--- config.mk ---
export PLATFORM = sky130hd
export DESIGN_NAME = seg7_scan_decoder
export DESIGN_NICKNAME = d
export VERILOG_FILES = /design/src/rtl/seg7_scan_decoder.sv
export SDC_FILE = /design/constraint.sdc
export NUM_CORES = 1
export LEC_CHECK = 0
export CAP_MARGIN = 20
export CORE_ASPECT_RATIO = 1.5
export CORE_MARGIN = 4
export CORE_UTILIZATION = 57
export DETAILED_ROUTE_END_ITERATION = 12
export PLACE_DENSITY = 0.82
export SYNTH_ARGS = -nofsm -noshare
export SYNTH_HDL_FRONTEND = slang
export SYNTH_SLANG_ARGS = --single-unit
--- constraint.sdc ---
create_clock -name clk -period 5 [get_ports clk]
set_clock_uncertainty 0.15 [all_clocks]
set_input_delay 1.25 -clock clk [delete_from_list [all_inputs] [get_ports clk]]
set_output_delay 1.25 -clock clk [all_outputs]
set_load 0.05 [all_outputs]
--- src/rtl/seg7_scan_decoder.sv ---
// rtl/seg7_scan_decoder.sv - multiplexed active-low 7-segment bus monitor and hex decoder
//
// Purpose: watches a scanned 7-segment display bus and rebuilds the hex
// nibble shown on each digit. Inputs must hold for STABLE_CYCLES samples
// before they are captured, so ghosting at scan transitions is ignored.
//
// Ports:
//   clk          rising-edge clock
//   rst          synchronous reset, active-high
//   seg_n[6:0]   segment lines, active-low, bit6=a .. bit0=g
//   an_n[D-1:0]  anode enables, active-low, bit i selects digit i
//   dout         decoded nibbles, dout[4i+3:4i] = digit i
//   digit_valid  bit i set while digit i holds a legal decoded value
//   upd          one-cycle pulse on a legal capture
//   upd_idx      digit index of the capture, meaningful while upd=1
//   err          one-cycle pulse on an illegal pattern or anode vector

module seg7_scan_decoder #(
   parameter int DIGITS        = 4,
   parameter int STABLE_CYCLES = 16,
   parameter int IDXW          = $clog2(DIGITS)
) (
   input  logic                  clk,
   input  logic                  rst,
   input  logic [6:0]            seg_n,
   input  logic [DIGITS-1:0]     an_n,
   output logic [4*DIGITS-1:0]   dout,
   output logic [DIGITS-1:0]     digit_valid,
   output logic                  upd,
   output logic [IDXW-1:0]       upd_idx,
   output logic                  err
);

   localparam int              CNTW     = $clog2(STABLE_CYCLES + 1);
   localparam logic [CNTW-1:0] STABLE_C = CNTW'(STABLE_CYCLES);

   logic [DIGITS-1:0]   r_an;
   logic [6:0]          r_seg;
   logic [CNTW-1:0]     r_cnt;
   logic                r_cap;
   logic [4*DIGITS-1:0] r_dout;
   logic [DIGITS-1:0]   r_valid;
   logic                r_upd;
   logic [IDXW-1:0]     r_idx;
   logic                r_err;

   logic                w_change;
   logic                w_fire;
   logic [DIGITS-1:0]   w_sel;
   logic                w_off;
   logic                w_multi;
   logic                w_hit;
   logic                w_blank;
   logic [3:0]          w_val;
   logic [IDXW-1:0]     w_idx;

   assign w_change = ({an_n, seg_n} != {r_an, r_seg});
   // Fires exactly once per dwell: r_cap is only cleared by a new value.
   assign w_fire   = (r_cnt == STABLE_C) && !r_cap;
   assign w_sel    = ~r_an;
   assign w_off    = (w_sel == '0);
   // Clearing the lowest set bit leaves something only if two or more are set.
   assign w_multi  = ((w_sel & (w_sel - DIGITS'(1))) != '0);
   assign w_blank  = (r_seg == 7'b1111111);

   always_comb begin
      w_hit = 1'b1;
      w_val = 4'h0;
      case (r_seg)
         7'b0000001: w_val = 4'h0;
         7'b1001111: w_val = 4'h1;
         7'b0010010: w_val = 4'h2;
         7'b0000110: w_val = 4'h3;
         7'b1001100: w_val = 4'h4;
         7'b0100100: w_val = 4'h5;
         7'b0100000: w_val = 4'h6;
         7'b0001111: w_val = 4'h7;
         7'b0000000: w_val = 4'h8;
         7'b0000100: w_val = 4'h9;
         7'b0001000: w_val = 4'hA;
         7'b1100000: w_val = 4'hB;
         7'b0110001: w_val = 4'hC;
         7'b1000010: w_val = 4'hD;
         7'b0110000: w_val = 4'hE;
         7'b0111000: w_val = 4'hF;
         default:    w_hit = 1'b0;
      endcase
   end

   // Only consulted when exactly one anode is active.
   always_comb begin
      w_idx = '0;
      for (int i = 0; i < DIGITS; i++) begin
         if (w_sel[i]) begin
            w_idx = IDXW'(i);
         end
      end
   end

   always_ff @(posedge clk) begin
      if (rst) begin
         r_an    <= '1;
         r_seg   <= '1;
         r_cnt   <= '0;
         r_cap   <= 1'b0;
         r_dout  <= '0;
         r_valid <= '0;
         r_upd   <= 1'b0;
         r_idx   <= '0;
         r_err   <= 1'b0;
      end else begin
         r_upd <= 1'b0;
         r_err <= 1'b0;

         if (w_change) begin
            r_an  <= an_n;
            r_seg <= seg_n;
            r_cnt <= CNTW'(1);
            r_cap <= 1'b0;
         end else begin
            if (r_cnt != STABLE_C) begin
               r_cnt <= r_cnt + CNTW'(1);
            end
            if (w_fire) begin
               r_cap <= 1'b1;
            end
         end

         // Capture works from the registered sample, so a change arriving on
         // the capture edge itself does not cancel a completed dwell.
         if (w_fire && !w_off) begin
            if (w_multi) begin
               r_err <= 1'b1;
            end else if (w_hit) begin
               for (int i = 0; i < DIGITS; i++) begin
                  if (w_sel[i]) begin
                     r_dout[4*i +: 4] <= w_val;
                     r_valid[i]       <= 1'b1;
                  end
               end
               r_upd <= 1'b1;
               r_idx <= w_idx;
            end else begin
               for (int i = 0; i < DIGITS; i++) begin
                  if (w_sel[i]) begin
                     r_valid[i] <= 1'b0;
                  end
               end
               if (!w_blank) begin
                  r_err <= 1'b1;
               end
            end
         end
      end
   end

   assign dout        = r_dout;
   assign digit_valid = r_valid;
   assign upd         = r_upd;
   assign upd_idx     = r_idx;
   assign err         = r_err;

endmodule

==> results of run 1 <==
-- power breakdown --
| group | leakage, nW | total [mW] | switching, mW | internal [mW] |
|---|---|---|---|---|
| Clock | 0.0433 | 0.222 | 0.113 | 0.109 |
| Sequential | 0.334 | 0.348 | 0.0168 | 0.331 |
| Combinational | 0.538 | 0.0503 | 0.0216 | 0.0287 |
| Total | 0.916 | 0.621 | 0.151 | 0.469 |
-- worst max-delay path: stages --
cell and delay (ns):
clkdlybuf4s50_1 1.13, buf_4 0.33, nor2_1 0.09, a221o_1 0.31
-- layout make-up --
class	count	area [µm²]	share of cell area [%]
Tap cell	43	53.8	2.02
Clock buffer	6	82.6	3.10
Sequential cell	41	821	30.8
Multi-Input combinational cell	186	1300	48.9
Inverter	8	30.0	1.13
Timing Repair Buffer	37	368	13.8
Clock inverter	1	7.51	0.282
-- cells by family (layout without fill, tap and decap cells) --
logic type	count (synthesis)	after routing	synth area share, %
mux	2	2	0.941
buf+inv	28	52	6.03
xor+xnor	17	17	6.59
flops	41	41	36.3
fa+ha+maj	3	3	1.55
compound gates	56	56	19.9
simple gates	108	108	28.7
-- layout by cell type (no fill, tap or decap), types with 2 or more instances in the layout --
| cell | count |
|---|---|
| o2bb2ai_1 | 2 |
| xor2_1 | 4 |
| o32ai_1 | 3 |
| nand2_1 | 8 |
| a221o_1 | 10 |
| inv_1 | 8 |
| dfxtp_1 | 41 |
| a31oi_1 | 3 |
| and2_1 | 11 |
| a31o_2 | 2 |
| or2_2 | 11 |
| nand3b_1 | 2 |
| ha_1 | 2 |
| or4_1 | 3 |
| a32oi_1 | 2 |
| a311oi_1 | 4 |
| nor2_1 | 14 |
| and3_1 | 2 |
| clkbuf_8 | 6 |
| nand3_1 | 8 |
| nor2b_1 | 15 |
| nand2b_1 | 11 |
| a21oi_1 | 8 |
| xnor2_1 | 13 |
| o21a_1 | 2 |
| nor3_1 | 6 |
| o21ai_0 | 5 |
| nor3b_1 | 2 |
| a211oi_1 | 5 |
| nand4_1 | 4 |
| nor4bb_1 | 3 |
| clkdlybuf4s50_1 | 36 |
-- metal layers --
metal / wire (µm) / share of wire, % / global-route usage [%] / vias up
met2: 2470 / 50 / 35.4 / 41
met1: 2180 / 44 / 26.8 / 931
met3: 223 / 4.5 / 4.57 / 11
met4: 112 / 2.2 / 9.48 / 0
li1: - / - / - / 967
met5: 0 / 0 / 0 / -
-- metrics by stage --
| stage | hold slack, ns | setup slack (ns) |
|---|---|---|
| final | 0.305 | 1.93 |
| after global routing | 0.355 | 1.74 |
| after floorplan | 0.312 | 2.54 |
| after detailed placement | 0.297 | 1.61 |
| after global placement | 0.301 | 1.65 |
| after CTS | 0.308 | 1.92 |
-- flip-flops by register name, summed over array words and instances, names as in the netlist --
signal and cells:
r_an 4, r_cap 1, err 1, upd 1
r_cnt 5, upd_idx 2, r_seg 7, dout 16
digit_valid 4
-- worst paths after layout --
kind              slack, ns  cells past startpoint            from             end
setup / recovery       1.93                      4             rst         dout[2]
hold / removal         0.30                      2  digit_valid[3]  digit_valid[3]
setup reg to reg       2.33                      5        r_seg[6]         dout[2]
hold reg to reg        0.30                      2  digit_valid[3]  digit_valid[3]
==> impl_results.md, run 1 <==
- Synthesis-to-layout area growth: 17.9%
- Yosys warns: 0
- Setup violators final: 0
- Synth Flop Type: dfxtp_1
- Vias in the first global route: 1,913
- Hold-fix buffers, CTS: 0
- Clock Tree Buf Depth: 2
- Crit path max fanout: 32
- Leak Pwr: 0.916 nW
- CTS resizes: 0
- DIE HEIGHT: 85.1 µm
- I/O Buffers: 36
- Design Power: 0.621 mW
- Post-CTS setup repair buffer count: 0
- Status: complete, no violations
- CTS tree: yes
- Syn avg cell area: 8.86 µm²
- Ant diodes: 0
- Synth unique cells: 55
- Worst vdd ir: 202 µV
- Share of the synthesized area in the top cell type: 36.3%
- First-pass GRT wire length: 8680 µm
- Via/cell ratio: 6.06
- FFs w/ async S/R, synth: 0%
- Non-filler cells, final: 322
- Initial antenna violation count: 0
- Layout cells sized above 1: 8.96%
- DR pass1 iterations: 4
- Gate count of the mapped netlist: 255
- Setup TNS: 0 ns
- Commonest cells post-synth: dfxtp_1, nor2b_1, clkbuf_1, nor2_1, xnor2_1
- Clock Tree Root: clkbuf_8
- Max_cap viols: 0
- Final hold vios: 0
- Die Area: 5060 µm²
- Grt ovf: 0
- Initial DRC Count: 109
- Slew margin rel.: 33.6%
- Layout Utilization: 71.1%
- TritonCTS buffer count: 5
- Max Slew Vio Count: 0
- DRC: 0
- Cell Area, Synth: 2260 µm²
- CTS sink cnt: 41
- CP Launch Type: input port
- Final #Nets: 294
- Initial Utilization: 60.3%
- Largest cells by area after synthesis: dfxtp_1, xnor2_1, a221o_1
- Clock slew at reported path FFs: 0.08 ns
- Critical path type: in -> reg
- WP data required: 5.04 ns
- Clock latency on the worst-skew pair: 0.30 ns
- Final Wtd Congestion: 0.782
- Actual slew at the worst max-slew pin: 0.992 ns
- Synth area leader: dfxtp_1
- Post-synth EDFFs: 0
- Flops & latches, synth: 41
- Die X: 59.4 µm
- Fill count: 313
- RSZ-0062 raised after global routing: no
- Ports: 37
- Most frequent cell after synthesis: dfxtp_1
- Worst path arrival time: 3.11 ns
- Detail Route Antenna Nets: 0
- Dpl hpwl: 3550 µm
- Period utilisation layout: 61.4%
- Final WL: 4980 µm
- H-tree levels: 2
- # rows: 27
- Pwr/cell area: 233 nW/µm²
- Fin area: 2670 µm²
- Routed via count: 1,950
- Minimum clock period: 3.07 ns
- CORE AREA: 3750 µm²
- Post-Place Cells: 315
- Overall routing resource usage: 21.7%
- Cell Area, Placed: 2570 µm²
- Sequential element share of the synthesized area: 36.3%
- HP Class: reg -> reg
- CP Capture Type: flip-flop
- Largest net degree at the start of global routing: 33
- F_max: 0.326 GHz
- Syn nets: 270
- Routed wire length per instance: 15.5 µm
Note: power is estimated with default switching activity, not from simulation.
==> run 2, diff against run 1 <==
Settings changed: CORE_UTILIZATION 57 to 53, PLACE_DENSITY 0.82 to 0.77.
Clock period 5 ns to 2.9 ns, I/O delays scaled along.
==> impl_results.md, run 2 (synthesis results as in run 1) <==
- Status: complete, no violations
- Pwr/cell area: 401 nW/µm² (+72%)
- Design Power: 1.08 mW (+74%)
- Final hold vios: 0 (unchanged)
- Int Power: 0.816 mW (+74%)
- Overall routing resource usage: 20.0% (-1.8 points)
- HP Class: reg -> reg
- Leak Pwr: 0.937 nW (+2.4%)
- Slew margin rel.: 40.5% (+6.8 points)
- Routed via count: 1,918 (-1.6%)
- Max FFs per register: 16 (unchanged)
- Worst reg2reg startpoint: r_seg[5]
- Final WL: 4840 µm (-2.8%)
- Initial Utilization: 56.1% (-4.2 points)
- Die Area: 5390 µm² (+6.7%)
- DIE HEIGHT: 88.0 µm (+3.4%)
- Post-route worst setup slack: 0.358 ns (-1.57 ns)
- Sequential group share of total power: 55.2% (-0.9 points)
- Clock Tree Root: clkbuf_8
- F_max: 0.393 GHz
- Final #Nets: 297 (+1.0%)
- Grt ovf: 0 (unchanged)
- H-tree levels: 2 (unchanged)
- Final Wtd Congestion: 0.892 (+14%)
- Largest net degree at the start of global routing: 30 (-9.1%)
- Worst vdd ir: 348 µV (+72%)
- Clock slew at reported path FFs: 0.08 ns (about the same)
- Ant diodes: 0 (unchanged)
- Gate power share: 8.6% (+0.5 points)
- I/O Buffers: 36 (unchanged)
- WP data required: 2.94 ns (-2.10 ns)
- CP Capture Type: flip-flop
- Vias in the first global route: 1,862 (-2.7%)
- Period utilisation layout: 87.7%
- RSZ-0062 raised after global routing: no
- CTS resizes: 0 (unchanged)
- Dpl hpwl: 3610 µm (+1.6%)
- Hold wc startpoint: digit_valid[3]
- Routed wire length per instance: 14.8 µm (-4.6%)
- Crit path launch: r_seg[5]
- Via/cell ratio: 5.85 (-3.4%)
- Actual slew at the worst max-slew pin: 0.882 ns (-0.110 ns)
- First-pass GRT wire length: 8300 µm (-4.4%)
- Max_cap viols: 0 (unchanged)
- Critical path type: reg -> reg
- Hold-fix buffers, CTS: 0 (unchanged)
- Setup violators final: 0 (unchanged)
- NetSw: 0.264 mW (+75%)
- Setup TNS: 0 ns (unchanged)
- Initial DRC Count: 45 (-59%)
- Initial antenna violation count: 0 (unchanged)
- Synthesis-to-layout area growth: 19.3%
- Layout cells sized above 1: 10.2% (+1.3 points)
- WHS: 0.311 ns (+0.00676 ns)
- Place WS: 0.419 ns (-1.19 ns)
- CP Launch Type: flip-flop
- CTS tree: yes
- CTS sink cnt: 41 (unchanged)
- DR pass1 iterations: 4 (unchanged)
- Part of the power in the clock network: 36.2% (+0.4 points)
- Minimum clock period: 2.54 ns
- CORE AREA: 4030 µm² (+7.4%)
- # rows: 28 (+3.7%)
- Worst path arrival time: 2.58 ns (-0.53 ns)
- Crit path max fanout: 16 (-50%)
- Most common library cell in the layout ignoring fill and taps: dfxtp_1
- Sw frac: 24.5% (+0.076 points)
- Clock Tree Buf Depth: 2 (unchanged)
- Layout Utilization: 66.9% (-4.1 points)
- Clock latency on the worst-skew pair: 0.29 ns (about the same)
- Ports: 37 (unchanged)
- DRC: 0 (unchanged)
- Post-CTS setup repair buffer count: 0 (unchanged)
- TritonCTS buffer count: 5 (unchanged)
- Detail Route Antenna Nets: 0 (unchanged)
- Max Slew Vio Count: 0 (unchanged)
- Die X: 61.3 µm (+3.2%)
- Most frequent cells in the layout: dfxtp_1, clkdlybuf4s50_1, nor2b_1
run 2: worst max-delay path: stages (launching register included):
cell and delay [ns]:
dfxtp_1 0.66, nor4bb_1 0.13, a31o_1 0.24, a211oi_4 0.44, o311ai_0 0.40, a221o_1 0.43
run 2: metal layers:
layer	track usage (%)	up-vias	wire length, µm
met2	34.6	45	2430
met5	0	-	0
li1	-	970	-
met3	3.54	13	198
met1	23.0	890	2070
met4	9.27	0	142
run 2: through the flow:
| stage | instances | area (µm²) |
|---|---|---|
| 5_1_grt | 328 | 2700 |
| 4_1_cts | 328 | 2700 |
| 3_3_place_gp | 320 | 2600 |
| 6_report | 328 | 2700 |
| 2_1_floorplan | 255 | 2260 |
| 3_5_place_dp | 320 | 2600 |
run 2: layout make-up:
| cell class | count | area (µm²) |
|---|---|---|
| fill | 327 | 1330 |
| multi-input combinational | 186 | 1300 |
| sequential | 41 | 821 |
| timing repair buffer | 40 | 390 |
| clock buffer | 6 | 82.6 |
| tap | 45 | 56.3 |
| inverter | 8 | 30.0 |
| clock inverter | 2 | 13.8 |
run 2: worst paths after layout:
kind | end | slack, ns | depth (start not counted)
setup / recovery | dout[2] | 0.36 | 5
hold / removal | digit_valid[3] | 0.31 | 2
setup reg to reg | dout[2] | 0.36 | 5
hold reg to reg | digit_valid[3] | 0.31 | 2
run 2: power groups by stage:
stage | Clock, mW | Sequential [mW] | Combinational (mW)
after floorplan | 0 | 0.590 | 0.0798
after detailed placement | 0 | 0.609 | 0.0938
after global placement | 0 | 0.608 | 0.0930
final | 0.391 | 0.596 | 0.0933
after global routing | 0.418 | 0.599 | 0.105
after CTS | 0.398 | 0.596 | 0.0944
